<file path="config.mk">
export PLATFORM = sky130hd
export DESIGN_NAME = lsu_bus
export DESIGN_NICKNAME = d
export VERILOG_FILES = /design/src/rtl/lsu_bus.sv
export SDC_FILE = /design/constraint.sdc
export NUM_CORES = 1
export LEC_CHECK = 0
export CORE_MARGIN = 2
export CORE_UTILIZATION = 35
export CTS_BUF_LIST = sky130_fd_sc_hd__clkbuf_4 sky130_fd_sc_hd__clkbuf_8 sky130_fd_sc_hd__clkbuf_16
export DETAILED_ROUTE_END_ITERATION = 7
export MAX_ROUTING_LAYER = met4
export PLACE_DENSITY = 0.77
export SKIP_LAST_GASP = 1
export SLEW_MARGIN = 25
export SYNTH_ARGS = -nofsm -noshare
export SYNTH_HDL_FRONTEND = slang
export SYNTH_SLANG_ARGS = --single-unit
</file>
<file path="constraint.sdc">
create_clock -name clk -period 3 [get_ports clk]
set_clock_uncertainty 0.05 [all_clocks]
set_input_delay 0.6 -clock clk [delete_from_list [all_inputs] [get_ports clk]]
set_output_delay 0.6 -clock clk [all_outputs]
set_load 0.03 [all_outputs]
</file>
<file path="src/rtl/lsu_bus.sv">
// lsu_bus: single-outstanding load/store unit between a request/response pipe and a memory bus.
// Ports: in_* request side (valid/ready, addr, ren, wen, op, wdata, pass), out_* result side
// (valid/ready, addr, rdata, err, pass), mem_req_* bus request, mem_rsp_* bus response.
// Clock clk, asynchronous active-low reset rst_n.
// Option: LSU_MISALIGN_EXC_EN makes misaligned accesses fault without a bus request;
// when undefined, misaligned offsets are rounded down to the natural size alignment.
module lsu_bus #(
  parameter int XLEN   = 32,
  parameter int PASS_W = 40
) (
  input  logic              clk,
  input  logic              rst_n,
  input  logic              in_valid,
  output logic              in_ready,
  input  logic [XLEN-1:0]   in_addr,
  input  logic              in_ren,
  input  logic              in_wen,
  input  logic [2:0]        in_op,
  input  logic [XLEN-1:0]   in_wdata,
  input  logic [PASS_W-1:0] in_pass,
  output logic              out_valid,
  input  logic              out_ready,
  output logic [XLEN-1:0]   out_addr,
  output logic [XLEN-1:0]   out_rdata,
  output logic              out_err,
  output logic [PASS_W-1:0] out_pass,
  output logic              mem_req_valid,
  input  logic              mem_req_ready,
  output logic [XLEN-1:0]   mem_req_addr,
  output logic              mem_req_wen,
  output logic [XLEN-1:0]   mem_req_wdata,
  output logic [XLEN/8-1:0] mem_req_wstrb,
  input  logic              mem_rsp_valid,
  output logic              mem_rsp_ready,
  input  logic [XLEN-1:0]   mem_rsp_rdata,
  input  logic              mem_rsp_err
);
  localparam int NB   = XLEN / 8;
  localparam int OFFW = $clog2(NB);
  localparam logic [1:0] IDLE = 2'd0;
  localparam logic [1:0] REQ  = 2'd1;
  localparam logic [1:0] RSP  = 2'd2;
  localparam logic [1:0] DONE = 2'd3;
  logic [1:0]        state;
  logic [XLEN-1:0]   addr_q, wdata_q, rdata_q;
  logic [NB-1:0]     wstrb_q;
  logic [PASS_W-1:0] pass_q;
  logic [OFFW-1:0]   off_q;
  logic [1:0]        sz_q;
  logic              sgn_q, wen_q, err_q;
  // Request-side decode: log2 of access bytes, with the "other" codes mapped to full width.
  logic [1:0]      sz;
  logic [OFFW-1:0] amask, off;
  logic [NB-1:0]   strb;
  logic [XLEN-1:0] wsh;
  assign sz    = (in_op[1:0] == 2'b11) ? 2'(OFFW) : in_op[1:0];
  assign amask = OFFW'((1 << sz) - 1);
  assign off   = in_addr[OFFW-1:0] & ~amask;
  assign strb  = NB'((1 << (1 << sz)) - 1) << off;
  assign wsh   = in_wdata << {off, 3'b000};
`ifdef LSU_MISALIGN_EXC_EN
  logic misal;
  assign misal = |(in_addr[OFFW-1:0] & amask);
`endif
  // Response-side extraction: align the selected lanes to bit 0, then extend.
  logic [XLEN-1:0] rsh, keep, ext;
  logic            sbit;
  always_comb begin
    rsh  = mem_rsp_rdata >> {off_q, 3'b000};
    keep = (sz_q == 2'(OFFW)) ? '1 : (XLEN'(1) << (8 << sz_q)) - XLEN'(1);
    sbit = (sz_q == 2'd0) ? rsh[7] : (sz_q == 2'd1) ? rsh[15] : rsh[31];
    ext  = (rsh & keep) | ((sgn_q && sbit) ? ~keep : '0);
  end
  always_ff @(posedge clk or negedge rst_n) begin
    if (!rst_n) begin
      state   <= IDLE;
      addr_q  <= '0;
      wdata_q <= '0;
      rdata_q <= '0;
      wstrb_q <= '0;
      pass_q  <= '0;
      off_q   <= '0;
      sz_q    <= '0;
      sgn_q   <= 1'b0;
      wen_q   <= 1'b0;
      err_q   <= 1'b0;
    end else begin
      case (state)
        IDLE: if (in_valid) begin
          addr_q  <= in_addr;
          pass_q  <= in_pass;
          off_q   <= off;
          sz_q    <= sz;
          sgn_q   <= ~in_op[2];
          wen_q   <= in_wen;
          wdata_q <= in_wen ? wsh : '0;
          wstrb_q <= in_wen ? strb : '0;
          rdata_q <= '0;
          err_q   <= 1'b0;
          if (!(in_ren || in_wen)) state <= DONE;
`ifdef LSU_MISALIGN_EXC_EN
          else if (misal) begin
            err_q <= 1'b1;
            state <= DONE;
          end
`endif
          else state <= REQ;
        end
        REQ: if (mem_req_ready) state <= RSP;
        RSP: if (mem_rsp_valid) begin
          err_q   <= mem_rsp_err;
          rdata_q <= (mem_rsp_err || wen_q) ? '0 : ext;
          state   <= DONE;
        end
        default: if (out_ready) state <= IDLE;
      endcase
    end
  end
  // in_ready is held low while reset is asserted and rises once released in IDLE.
  assign in_ready      = rst_n && (state == IDLE);
  assign mem_req_valid = (state == REQ);
  assign mem_rsp_ready = (state == RSP);
  assign out_valid     = (state == DONE);
  assign mem_req_addr  = {addr_q[XLEN-1:OFFW], {OFFW{1'b0}}};
  assign mem_req_wen   = wen_q;
  assign mem_req_wdata = wdata_q;
  assign mem_req_wstrb = wstrb_q;
  assign out_addr      = addr_q;
  assign out_rdata     = rdata_q;
  assign out_err       = err_q;
  assign out_pass      = pass_q;
endmodule
</file>
==> flow_metrics.env <==
export IMPL_outcome="completed"
export IMPL_hold_buffers=0
export IMPL_crit_chain="inv_1 > ha_1 > and2_1 > clkdlybuf4s50_1"
export IMPL_coreArea_um2=19300
export IMPL_slew_violations=0
export IMPL_yosysTopAreaCell="dfrtp_1"
export IMPL_dieHeight_um=144
export IMPL_cts_tree="yes"
export IMPL_placed_area_um2=10200
export IMPL_min_period_over_period_pct=92.0
export IMPL_synth_cells=544
export IMPL_wire_per_inst_um=18.3
export IMPL_post_route_drc_count=0
export IMPL_grt_ovfl_total=0
export IMPL_grt_pass1_vias=5475
export IMPL_grt_max_degree=150
export IMPL_route_antenna_remaining_nets=0
export IMPL_vias=5535
export IMPL_ys_types=41
export IMPL_worstPathRequired_ns=2.35
export IMPL_antenna_found_initial=0
export IMPL_cts_resized=0
export IMPL_yosysWarnings=0
export IMPL_synth_ff_type="dfrtp_1"
export IMPL_setup_worst_path_end_class="output pin"
export IMPL_grt_pass1_wl_mm=30.1
export IMPL_wl_mm=20.3
export IMPL_postCtsSetupRepairBufs=0
export IMPL_clock_latency_ns=0.41
export IMPL_max_freq_mhz=362
export IMPL_initial_core_util_pct=35.3
export IMPL_grt_setup_unrepaired="false"
export IMPL_critPathBufInv=2
export IMPL_cts_root_buf="clkbuf_16"
export IMPL_cp_arrival_ns=2.11
export IMPL_vdd_drop_max_mv=0.743
export IMPL_syn_to_final_growth_pct=58.3
export IMPL_slowest_delay_ns=0.68
export IMPL_first_iter_violations=284
export IMPL_critPathTopFamily="buffers and inverters"
export IMPL_powerDensity_nw_per_um2=1140
export IMPL_drive_above_1_share_pct=17.6
export IMPL_place_hpwl_mm=14.8
export IMPL_cts_max_path_buffers=2
export IMPL_die_w_um=144
export IMPL_setup_viol=0
export IMPL_yosysTopAreaCellShare_pct=54.6
export IMPL_nNetsFinal=989
export IMPL_gp_congestion=0.827
export IMPL_synth_edf_count=0
export IMPL_max_cap_violations=0
export IMPL_grtUsageTotal_pct=19.6
export IMPL_post_route_min_period_ns=2.76
export IMPL_ys_seq_area_share_pct=54.6
export IMPL_antenna_cells=0
export IMPL_hold_violations=0
export IMPL_via_per_inst=4.97
export IMPL_yosys_cell_count_top_type="dfrtp_1"
export IMPL_synth_area_um2=6830
export IMPL_synth_avg_cell_area_um2=12.6
export IMPL_synth_seq_cells=149
export IMPL_numCtsBuffers=17
export IMPL_clock_sinks=149
export IMPL_ys_async_sr_fraction_pct=100
export IMPL_cp_max_fo=8
export IMPL_synth_common_cells="149 x dfrtp_1, 89 x mux2_2, 54 x nand2_1"
export IMPL_crit_type="reg -> out"
export IMPL_clk_pin_slew_worst_paths_ns=0.06
export IMPL_maxSlewHeadroom_pct=45.8
export IMPL_dieArea_um2=20600
export IMPL_tightest_slew_ns=0.814
export IMPL_crit_path_start_kind="flop"
export IMPL_synth_area_leaders="dfrtp_1 55%, mux2_2 15%, a221o_1 3.5%"
export IMPL_io_buffers=323
export IMPL_htreeDepth=4
export IMPL_hp_class="in -> async"
export IMPL_tns_ns=0
export IMPL_num_io_pins=326
export IMPL_row_count=51
export IMPL_cp_slowest_cell="clkdlybuf4s50_1"
export IMPL_power_leakage_nw=4.59
export IMPL_first_pass_iters=5
export IMPL_design_area_um2=10800
[kinds of logic after synthesis]
family | share of synthesized area, %
other | 0.0549
buffers and inverters | 5.99
AO/OA/AOI/OAI | 12.1
flip-flops | 54.6
multiplexers | 19.9
adder cells (fa/ha/maj) | 0.733
AND/OR/NAND/NOR | 6.48
XOR/XNOR | 0.128
[worst paths after layout]
check | from | endpoint | slack [ns] | depth (start not counted)
worst min-delay path | rst_n | out_addr[25]$_DFFE_PN0P_ | 0.29 | 2
min in group clk | mem_req_wdata[16]$_DFFE_PN0P_ | mem_req_wdata[16]$_DFFE_PN0P_ | 0.43 | 1
worst max-delay path | state[0]$_DFFE_PN0P_ | in_ready | 0.24 | 4
worst min register to register | mem_req_wdata[16]$_DFFE_PN0P_ | mem_req_wdata[16]$_DFFE_PN0P_ | 0.43 | 1
max in group asynchronous | rst_n | mem_req_wdata[23]$_DFFE_PN0P_ | 1.99 | 2
worst max register to register | state[0]$_DFFE_PN0P_ | out_rdata[24]$_DFFE_PN0P_ | 0.68 | 6
[power breakdown]
part           internal (mW)  switching, mW
clock network           1.48          0.845
registers               2.87          0.571
logic                   2.92           3.61
total                   7.27           5.03
[final cells by class]
| type | count | area, µm² |
|---|---|---|
| clock buffers | 18 | 433 |
| clock inverters | 12 | 205 |
| fillers | 1616 | 8530 |
| inverters | 4 | 15.0 |
| multi-input cells | 326 | 2700 |
| flip-flops and latches | 149 | 3730 |
| well taps | 265 | 332 |
| repair buffers | 339 | 3390 |
[registers in the layout, summed over array words and instances (netlist names)]
| signal | count |
|---|---|
| out_addr | 32 |
| mem_req_wdata | 32 |
| state | 2 |
| off_q | 2 |
| out_err | 1 |
| sz_q | 2 |
| mem_req_wstrb | 4 |
| out_pass | 40 |
| sgn_q | 1 |
| mem_req_wen | 1 |
| out_rdata | 32 |
[placed cells by master, fill, tap and decap left out, types with 2 or more instances in the layout]
| cell | synthesis | routed |
|---|---|---|
| nand2b_1 | 5 | 5 |
| nor2b_1 | 4 | 4 |
| nor2_1 | 8 | 8 |
| a21o_1 | 10 | 10 |
| dfrtp_1 | 149 | 149 |
| clkdlybuf4s50_1 | 0 | 322 |
| nor4_1 | 2 | 2 |
| conb_1 | 1 | 2 |
| a32oi_1 | 9 | 9 |
| a221o_1 | 24 | 24 |
| bufinv_16 | 0 | 5 |
| buf_4 | 32 | 13 |
| o21ai_0 | 40 | 40 |
| mux2i_1 | 18 | 18 |
| inv_1 | 4 | 4 |
| nor3_1 | 2 | 2 |
| nand2_1 | 54 | 53 |
| clkinv_4 | 0 | 3 |
| ha_1 | 4 | 4 |
| a22o_1 | 16 | 16 |
| o21bai_1 | 2 | 2 |
| clkinvlp_4 | 0 | 2 |
| mux4_2 | 8 | 8 |
| nand3_1 | 10 | 10 |
| and3_1 | 2 | 2 |
| clkbuf_16 | 0 | 17 |
| mux2_2 | 89 | 89 |
| a21oi_1 | 3 | 3 |
| buf_12 | 0 | 3 |
[per-layer routing]
layer | GRT usage [%] | share of wire [%]
met1 | 24.7 | 42
met2 | 31.0 | 48
met3 | 5.40 | 7.5
met4 | 6.30 | 2.1
met5 | - | 0
[through the flow]
step | util [%] | std cells | total power, mW | setup WS (ns) | hold WS, ns
final | 55.9 | 1113 | 12.3 | 0.239 | 0.291
after global routing | 55.9 | 1113 | 12.9 | 0.131 | 0.359
after CTS | 55.9 | 1113 | 12.4 | 0.211 | 0.334
after detailed placement | 52.6 | 1083 | 10.0 | 0.273 | 0.415
after global placement | 52.6 | 1083 | 9.95 | 0.330 | 0.413
after floorplan | - | 545 | 7.41 | 0.939 | 0.254
Power figures use the tool's default switching activity.
